===== config.mk =====
export PLATFORM = sky130hd
export DESIGN_NAME = sdram_rw_arbiter
export DESIGN_NICKNAME = d
export VERILOG_FILES = /design/src/rtl/sdram_rw_arbiter_pkg.sv /design/src/rtl/sdram_ref_timer.sv /design/src/rtl/sdram_rw_arbiter.sv
export SDC_FILE = /design/constraint.sdc
export NUM_CORES = 1
export LEC_CHECK = 0
export CAP_MARGIN = 30
export CORE_ASPECT_RATIO = 1.1
export CORE_MARGIN = 4
export CORE_UTILIZATION = 55
export CTS_CLUSTER_SIZE = 40
export DETAILED_ROUTE_END_ITERATION = 16
export PLACE_DENSITY = 0.91
export SLEW_MARGIN = 30
export SYNTH_ARGS = -nofsm -noshare
export SYNTH_HDL_FRONTEND = slang
export SYNTH_SLANG_ARGS = --single-unit

===== constraint.sdc =====
create_clock -name Clk -period 11.8 [get_ports Clk]
set_input_delay 1.18 -clock Clk [delete_from_list [all_inputs] [get_ports Clk]]
set_output_delay 1.18 -clock Clk [all_outputs]
set_load 0.02 [all_outputs]

===== src/rtl/sdram_rw_arbiter_pkg.sv =====
// Shared definitions for the SDRAM read/write/refresh arbiter: state encodings
// and the default burst and refresh parameters.
package sdram_rw_arbiter_pkg;

    typedef enum logic [2:0] {
        S_WAIT_INIT,
        S_IDLE,
        S_REF,
        S_WR,
        S_RD
    } state_t;

    localparam int AW_DEF         = 24;
    localparam int UW_DEF         = 10;
    localparam int BURST_DEF      = 8;
    localparam int RD_DEPTH_DEF   = 512;
    localparam int REF_PERIOD_DEF = 780;

endpackage


===== src/rtl/sdram_ref_timer.sv =====
// Refresh interval timer: raises a pending refresh every REF_PERIOD cycles and
// flags a miss when a new interval expires before the previous refresh was served.
module sdram_ref_timer
    import sdram_rw_arbiter_pkg::*;
#(
    parameter int REF_PERIOD = REF_PERIOD_DEF
) (
    input  logic Clk,
    input  logic Rst_n,
    input  logic i_enable,
    input  logic i_ref_ack,
    output logic o_ref_pend,
    output logic o_ref_miss
);

    localparam int CW = (REF_PERIOD > 1) ? $clog2(REF_PERIOD) : 1;
    localparam logic [CW-1:0] LAST = CW'(REF_PERIOD - 1);

    logic [CW-1:0] r_cnt;
    logic          r_ref_pend;
    logic          r_ref_miss;
    logic          w_tick;

    assign w_tick = i_enable && (r_cnt == LAST);

    always_ff @(posedge Clk) begin
        if (!Rst_n) begin
            r_cnt      <= '0;
            r_ref_pend <= 1'b0;
            r_ref_miss <= 1'b0;
        end else begin
            r_ref_miss <= 1'b0;
            if (i_ref_ack) begin
                r_ref_pend <= 1'b0;
            end
            // A tick overrides a same-edge acknowledge so that interval is not lost.
            if (i_enable) begin
                if (w_tick) begin
                    r_cnt      <= '0;
                    r_ref_pend <= 1'b1;
                    r_ref_miss <= r_ref_pend;
                end else begin
                    r_cnt <= r_cnt + 1'b1;
                end
            end
        end
    end

    assign o_ref_pend = r_ref_pend;
    assign o_ref_miss = r_ref_miss;

endmodule


===== src/rtl/sdram_rw_arbiter.sv =====
// Schedules one SDRAM operation at a time (refresh, write burst, read burst) and
// tracks wrapping burst addresses for the write and read regions.
module sdram_rw_arbiter
    import sdram_rw_arbiter_pkg::*;
#(
    parameter int AW         = AW_DEF,
    parameter int UW         = UW_DEF,
    parameter int BURST      = BURST_DEF,
    parameter int RD_DEPTH   = RD_DEPTH_DEF,
    parameter int REF_PERIOD = REF_PERIOD_DEF
) (
    input  logic          Clk,
    input  logic          Rst_n,
    input  logic          Init_done,
    input  logic [UW-1:0] Wr_use,
    input  logic [UW-1:0] Rd_use,
    input  logic          Rd_en,
    input  logic [AW-1:0] Wr_addr,
    input  logic [AW-1:0] Wr_max_addr,
    input  logic [AW-1:0] Rd_addr,
    input  logic [AW-1:0] Rd_max_addr,
    input  logic          Wr_load,
    input  logic          Rd_load,
    output logic          Ref_req,
    output logic          Wr_req,
    output logic          Rd_req,
    output logic [AW-1:0] Op_addr,
    input  logic          Op_done,
    output logic          Ref_miss
);

    localparam logic [UW:0]   BURST_U    = (UW+1)'(BURST);
    localparam logic [UW+1:0] BURST_X    = (UW+2)'(BURST);
    localparam logic [UW+1:0] RD_DEPTH_X = (UW+2)'(RD_DEPTH);

    state_t        r_state;
    state_t        w_state_nxt;
    logic          r_ref_req;
    logic          r_wr_req;
    logic          r_rd_req;
    logic [AW-1:0] r_op_addr;
    logic [AW-1:0] w_op_addr_nxt;
    logic [AW-1:0] r_wr_ptr;
    logic [AW-1:0] r_rd_ptr;
    logic          r_last_wr;
    logic [UW+1:0] w_rd_space;
    logic          w_wr_ok;
    logic          w_rd_ok;
    logic          w_wr_done;
    logic          w_rd_done;
    logic          w_ref_ack;
    logic          w_ref_pend;

    // Advance by one burst; restart at the base if the next burst would run past the last word.
    function automatic logic [AW-1:0] next_ptr(input logic [AW-1:0] ptr,
                                               input logic [AW-1:0] base,
                                               input logic [AW-1:0] last);
        logic [AW:0] nxt;
        nxt = {1'b0, ptr} + (AW+1)'(BURST);
        if (nxt + (AW+1)'(BURST - 1) > {1'b0, last}) begin
            return base;
        end
        return nxt[AW-1:0];
    endfunction

    assign w_rd_space = RD_DEPTH_X - {2'b00, Rd_use};
    assign w_wr_ok    = ({1'b0, Wr_use} >= BURST_U);
    assign w_rd_ok    = Rd_en && !w_rd_space[UW+1] && (w_rd_space >= BURST_X);
    assign w_wr_done  = (r_state == S_WR) && Op_done;
    assign w_rd_done  = (r_state == S_RD) && Op_done;
    assign w_ref_ack  = (r_state == S_REF) && Op_done;

    sdram_ref_timer #(
        .REF_PERIOD(REF_PERIOD)
    ) u_ref_timer (
        .Clk       (Clk),
        .Rst_n     (Rst_n),
        .i_enable  (r_state != S_WAIT_INIT),
        .i_ref_ack (w_ref_ack),
        .o_ref_pend(w_ref_pend),
        .o_ref_miss(Ref_miss)
    );

    always_comb begin
        w_state_nxt   = r_state;
        w_op_addr_nxt = r_op_addr;
        unique case (r_state)
            S_WAIT_INIT: begin
                if (Init_done) w_state_nxt = S_IDLE;
            end
            S_IDLE: begin
                if (w_ref_pend) begin
                    w_state_nxt = S_REF;
                end else if (w_wr_ok && (!w_rd_ok || !r_last_wr)) begin
                    w_state_nxt   = S_WR;
                    w_op_addr_nxt = r_wr_ptr;
                end else if (w_rd_ok) begin
                    w_state_nxt   = S_RD;
                    w_op_addr_nxt = r_rd_ptr;
                end
            end
            S_REF, S_WR, S_RD: begin
                if (Op_done) w_state_nxt = S_IDLE;
            end
            default: w_state_nxt = S_WAIT_INIT;
        endcase
    end

    always_ff @(posedge Clk) begin
        if (!Rst_n) begin
            r_state   <= S_WAIT_INIT;
            r_ref_req <= 1'b0;
            r_wr_req  <= 1'b0;
            r_rd_req  <= 1'b0;
            r_op_addr <= '0;
            r_last_wr <= 1'b0;
        end else begin
            r_state   <= w_state_nxt;
            r_ref_req <= (w_state_nxt == S_REF);
            r_wr_req  <= (w_state_nxt == S_WR);
            r_rd_req  <= (w_state_nxt == S_RD);
            r_op_addr <= w_op_addr_nxt;
            if (w_wr_done) begin
                r_last_wr <= 1'b1;
            end else if (w_rd_done) begin
                r_last_wr <= 1'b0;
            end
        end
    end

    // An explicit load takes precedence over a completion-driven advance.
    always_ff @(posedge Clk) begin
        if (!Rst_n) begin
            r_wr_ptr <= Wr_addr;
            r_rd_ptr <= Rd_addr;
        end else begin
            if (Wr_load) begin
                r_wr_ptr <= Wr_addr;
            end else if (w_wr_done) begin
                r_wr_ptr <= next_ptr(r_wr_ptr, Wr_addr, Wr_max_addr);
            end
            if (Rd_load) begin
                r_rd_ptr <= Rd_addr;
            end else if (w_rd_done) begin
                r_rd_ptr <= next_ptr(r_rd_ptr, Rd_addr, Rd_max_addr);
            end
        end
    end

    assign Ref_req = r_ref_req;
    assign Wr_req  = r_wr_req;
    assign Rd_req  = r_rd_req;
    assign Op_addr = r_op_addr;

    a_one_req: assert property (@(posedge Clk) $onehot0({Ref_req, Wr_req, Rd_req}));

endmodule


After elaboration in Yosys (flattened, before gate mapping). Cells that the tools add are included.

Mux-type cells: 32. Add/sub/neg operators: 6. $lt $le $gt $ge: 4. Equal/unequal tests: 10. Bitwise logic cells: 1. Reduce and logical (&&, ||, !) cells: 18.

Operators with widths (number): $mux W24 (12); $add A24 B4 Y25 const B (2); $add A25 B3 Y25 const B (2); $gt A25 B24 Y1 (2); $mux W3 (5); $mux W1 (13); $eq A3 B2 Y1 const B (4); $ge A12 B4 Y1 const B (1); $sub A10 B10 Y11 const A (1); $add A10 B1 Y10 const B (1); $eq A10 B10 Y1 const B (1); $ge A10 B4 Y1 const B (1); $mux W10 (1); $pmux W3 S3 (1); $logic_and A1 B1 Y1 (7); $eq A3 B3 Y1 const B (2); $ne A3 B1 Y1 const B (2); $reduce_and A3 Y1 (2); $reduce_bool A2 Y1 (2); $eq A3 B1 Y1 const B (1); $logic_not A1 Y1 (3); $logic_not A3 Y1 (1); $reduce_bool A3 Y1 (1); $reduce_or A3 Y1 (1); 2 further kinds (2).

Input port bits: 123. Bits in registers: 91. Output and inout port bits: 28. Word-level logic and storage cells: 82.

Longest topological paths before layout.
Word-level depth: 11. Mapped depth: 19. Gate-level depth less buffers: 17.

By module. Synthesis repeated with hierarchy kept, for this count alone.

Cells, all modules: 854. Area total of the unflattened synthesis: 7669.9 um2.

Modules (own cells, without submodules): sdram_rw_arbiter (area each 7086.8 um2, times used 1, sequential area each 2062.0 um2, cells an instance 794); sdram_ref_timer (area each 583.1 um2, times used 1, sequential area each 240.2 um2, cells an instance 60).

Least setup slack after synthesis. OpenSTA, ideal clock, no wires.

Path kind: register -> register. Start point: reg r_wr_ptr[3]. End point: reg r_wr_ptr[12] (data pin). Period minus slack after synthesis: 4670 ps. Data required time: 11540 ps. Setup slack: 7130 ps. Stages on the path, launching flop included: 19. Arrival: 4409 ps. Path through: edfxtp_1 > ha_1 > clkbuf_1 > nand2_1 > o31a_1 > o41ai_1 > nand3_1 > or3_1 > nor3_1 > xnor2_1 > ha_1 > nand4_1 > nor4bb_1 > o221ai_1 > nor3b_1 > a31oi_1 > a211oi_4 > buf_6 > mux2_4.

Longest elaborated chain between the ends: 11.

Ends and longest elaborated chain: start, declared (line sdram_rw_arbiter.sv:43) `logic [AW-1:0] r_wr_ptr;`; start signal, assigned (line sdram_rw_arbiter.sv:134) `r_wr_ptr <= Wr_addr;`; start signal, assigned (line sdram_rw_arbiter.sv:138) `r_wr_ptr <= Wr_addr;`; start signal, assigned (line sdram_rw_arbiter.sv:140) `r_wr_ptr <= next_ptr(r_wr_ptr, Wr_addr, Wr_max_addr);`; $add A24 B4 Y25 * (line sdram_rw_arbiter.sv:59) `nxt = {1'b0, ptr} + (AW+1)'(BURST);`; $add A25 B3 Y25 (line sdram_rw_arbiter.sv:60) `if (nxt + (AW+1)'(BURST - 1) > {1'b0, last}) begin`; $gt A25 B24 Y1 (line sdram_rw_arbiter.sv:60); $mux W1 (line sdram_rw_arbiter.sv:60); $mux W1 (line sdram_rw_arbiter.sv:139) `end else if (w_wr_done) begin`; $mux W1 (line sdram_rw_arbiter.sv:137) `if (Wr_load) begin`; $mux W1 (line sdram_rw_arbiter.sv:133) `if (!Rst_n) begin`; $mux W24 * (line sdram_rw_arbiter.sv:63) `return nxt[AW-1:0];`; $mux W24 * (line sdram_rw_arbiter.sv:139); $mux W24 * (line sdram_rw_arbiter.sv:137); $mux W24 * (line sdram_rw_arbiter.sv:133).

Mark *: on every way between the ends. The rest lies on a longest branch, timed or not. The select of a mux whose other input is x is not followed. A chain may end at the register's enable or synchronous reset.

==> reports/metrics.cfg <==
[global_routing]
grt-busiest-layer = met2
antenna_found_initial = 0
grt_util_met3 = 0.0361
grt_pass1_wl_microns = 33500
grt_max_degree = 36
grt_pass1_vias = 6971
met1_usage = 0.325
track_usage = 0.258
grt-ovfl-total = 0
grt_use_met2 = 0.440

[worst_setup_path]
cp_top_family = simple AND/OR/NAND/NOR gates
ff2ff_path_depth = 17
required_ns = 11.82
r2r_start = r_wr_ptr[4]$_DFFE_PP_
reg2reg_to = r_wr_ptr[2]$_DFFE_PP_
reg2reg_slack_ns = 5.85
start_kind = register
cp_cell_sequence = ha_1 -> xnor2_1 -> nor4_1 -> a21boi_0 -> nand2_1 -> or3_1 -> nor3_1 -> xnor2_1 -> ha_1 -> nand4_1 -> nor4bb_1 -> o221ai_1 -> nor3b_1 -> a31oi_1 -> a211oi_4 -> buf_4 -> nor2b_1
slowest_stage = nor4bb_1
critical_path_class = register to register
critPathBufInv = 1
critPathMaxStageDelay_ns = 0.53
crit_arrival_ns = 5.98
cp-end-kind = register
path_max_fanout = 23

[placement]
dp_hpwl_microns = 16200
gp_congestion = 0.925
port_buffers = 147
place_area_sq_um = 9230

[yosys]
synth_top_cell_by_area = edfxtp_1
yosysTopAreaCellShare = 0.188
yosysSeqAreaShare = 0.301
synth-warning-count = 0
ys.flop_type = edfxtp_1
syn_area_per_cell_sq_um = 8.69
synth_most_common_cell = inv_1
netlist_top_cells_area = edfxtp_1, dfxtp_1, ha_1
async_flop_share = 0
synth_edf_count = 48
synth_seq_cells = 91
syn_inst = 881
syn-cell-area_sq_um = 7660
syn_nets = 1061
synth_common_cells = inv_1, nand2_1, ha_1, xnor2_1, edfxtp_1
yosys.cell_types.count = 73

[cts]
cts_sinks = 91
worstSkewPairLatency_ns = 0.35
clk_pin_slew_ns = 0.06
cts_setup_buffers = 0
cts_tree = yes
ctsResizeCount = 0
h-tree-depth = 3
clk_root_buffer_cell = clkbuf_16
hold_buffers = 0
clockBufferDepth = 2
cts_buffers = 9

[timing]
slew_headroom = 0.337
finalSetupViolations = 0
tightest_slew_ns = 0.994
rsz0062_at_grt = false
period_needed_ns = 5.95
timing.final.crit_share = 0.505
finalClockSkew_ns = 0.00787
max_freq_mhz = 168
hold_violations = 0
slew_violations = 0
final.setup.tns_ns = 0

[routing]
avgViaCountPerCell = 6.03
drtAntennaViolNets = 0
drt_wl_total_microns = 21000
drt-initial-drc-count = 640
dr.pass1.iters = 6
via_count = 7177
drc = 0
wl_per_cell_microns = 17.7

[worst_hold_path]
hp-start = u_ref_timer.o_ref_pend$_SDFF_PN0_
hold_class = register to register
whs_path_depth = 2
holdPathEnd = u_ref_timer.o_ref_miss$_SDFF_PN0_

[power]
pwr_density_cell_nw_per_um2 = 115
irDropWorstVdd_mv = 0.0693
p_leak_uw = 0.00393

[floorplan]
die_area_sq_um = 15900
io_pins = 151
dieHeight_microns = 132
start_util = 0.570
core_area_sq_um = 13400
std_cell_rows = 44
die_w_microns = 121

[cells_and_area]
drive_gt1_frac = 0.0497
syn2layout_area_growth_pct = 24.6
diodes = 0
fin_area_sq_um = 9540
nets = 1181

[job]
drv_cap = 0

[outcome]
status = finished, final reports clean

-- worst reg2reg max path: stages, from the launching register on --
cell,delay [ns]
edfxtp_1,0.52
ha_1,0.50
xnor2_1,0.25
nor4_1,0.46
a21boi_0,0.46
nand2_1,0.18
or3_1,0.48
nor3_1,0.25
xnor2_1,0.10
ha_1,0.30
nand4_1,0.11
nor4bb_1,0.53
o221ai_1,0.22
nor3b_1,0.19
a31oi_1,0.48
a211oi_4,0.05
buf_4,0.28
nor2b_1,0.28
-- worst max-delay path by stage --
stage | startpoint | end | cells past startpoint
after floorplan | r_wr_ptr[3]$_DFFE_PP_ | r_wr_ptr[12]$_DFFE_PP_ | 18
after global placement | r_wr_ptr[4]$_DFFE_PP_ | r_wr_ptr[1]$_DFFE_PP_ | 17
after detailed placement | r_wr_ptr[4]$_DFFE_PP_ | r_wr_ptr[2]$_DFFE_PP_ | 17
after CTS | r_wr_ptr[4]$_DFFE_PP_ | r_wr_ptr[2]$_DFFE_PP_ | 17
after global routing | r_wr_ptr[3]$_DFFE_PP_ | r_wr_ptr[2]$_DFFE_PP_ | 17
final | r_wr_ptr[4]$_DFFE_PP_ | r_wr_ptr[2]$_DFFE_PP_ | 17
-- cell type report --
cell class | instances | area [sq um]
Multi-Input combinational cell | 659 | 4840
Fill cell | 999 | 3890
Sequential cell | 91 | 2300
Timing Repair Buffer | 152 | 1530
Inverter | 88 | 330
Clock buffer | 16 | 314
Tap cell | 184 | 230
-- flip-flops by register name, summed over array words and instances (netlist names) --
name / count
u_ref_timer.r_cnt: 10
r_rd_ptr: 24
r_last_wr: 1
Rd_req: 1
r_wr_ptr: 24
Ref_req: 1
Wr_req: 1
u_ref_timer.o_ref_miss: 1
u_ref_timer.o_ref_pend: 1
Op_addr: 24
r_state: 3
-- per-layer routing --
| layer | up-vias | wire length [microns] |
|---|---|---|
| met1 | 3334 | 8310 |
| met4 | 0 | 761 |
| li1 | 3415 | - |
| met5 | - | 0 |
| met2 | 360 | 10300 |
| met3 | 68 | 1640 |
-- placed cells by master (no fill, tap or decap), types with 6 or more instances in the layout --
master / Yosys / layout
a211oi_1: 8 / 8
a21boi_0: 10 / 10
a21oi_1: 25 / 24
and2_1: 10 / 10
and3_1: 7 / 7
clkbuf_16: 0 / 11
clkdlybuf4s50_1: 0 / 147
dfxtp_1: 43 / 43
edfxtp_1: 48 / 48
ha_1: 57 / 57
inv_1: 87 / 87
mux2_2: 10 / 10
mux2i_1: 29 / 29
nand2_1: 74 / 74
nand2b_1: 13 / 13
nand3_1: 33 / 33
nand4_1: 21 / 21
nand4b_1: 6 / 6
nor2_1: 45 / 45
nor2b_1: 12 / 12
nor3_1: 27 / 27
nor4_1: 20 / 20
o211a_1: 25 / 25
o211ai_1: 12 / 12
o21ai_0: 29 / 29
o31ai_1: 7 / 7
or3_1: 7 / 7
xnor2_1: 55 / 55
xor2_1: 31 / 31
-- per-stage QoR --
stage,instances,total power [uW],util,setup WS (ns),hold WS [ns]
CTS,1190,1100,0.711,5.94,0.469
finish,1190,1100,0.711,5.85,0.475
global route,1190,1150,0.711,5.62,0.508
floorplan,881,659,-,7.13,0.431
global placement,1173,777,0.685,6.18,0.459
detailed placement,1174,794,0.687,6.02,0.454
-- kinds of logic (layout without fill, tap and decap cells) --
logic type	count (synthesis)	in the layout	share of synthesized area
AO/OA/AOI/OAI	158	158	0.152
flip-flops	91	91	0.301
multiplexers	48	48	0.0683
buffers and inverters	131	256	0.0691
XOR/XNOR	86	86	0.0983
adder cells (fa/ha/maj)	57	57	0.0931
AND/OR/NAND/NOR	310	310	0.218
-- power breakdown --
part           internal, uW  total [uW]  switching, uW
sequential              375         430           54.7
clock                   181         302            122
combinational           177         366            189
total                   733        1100            365
Note: power is estimated with default switching activity, not from simulation.
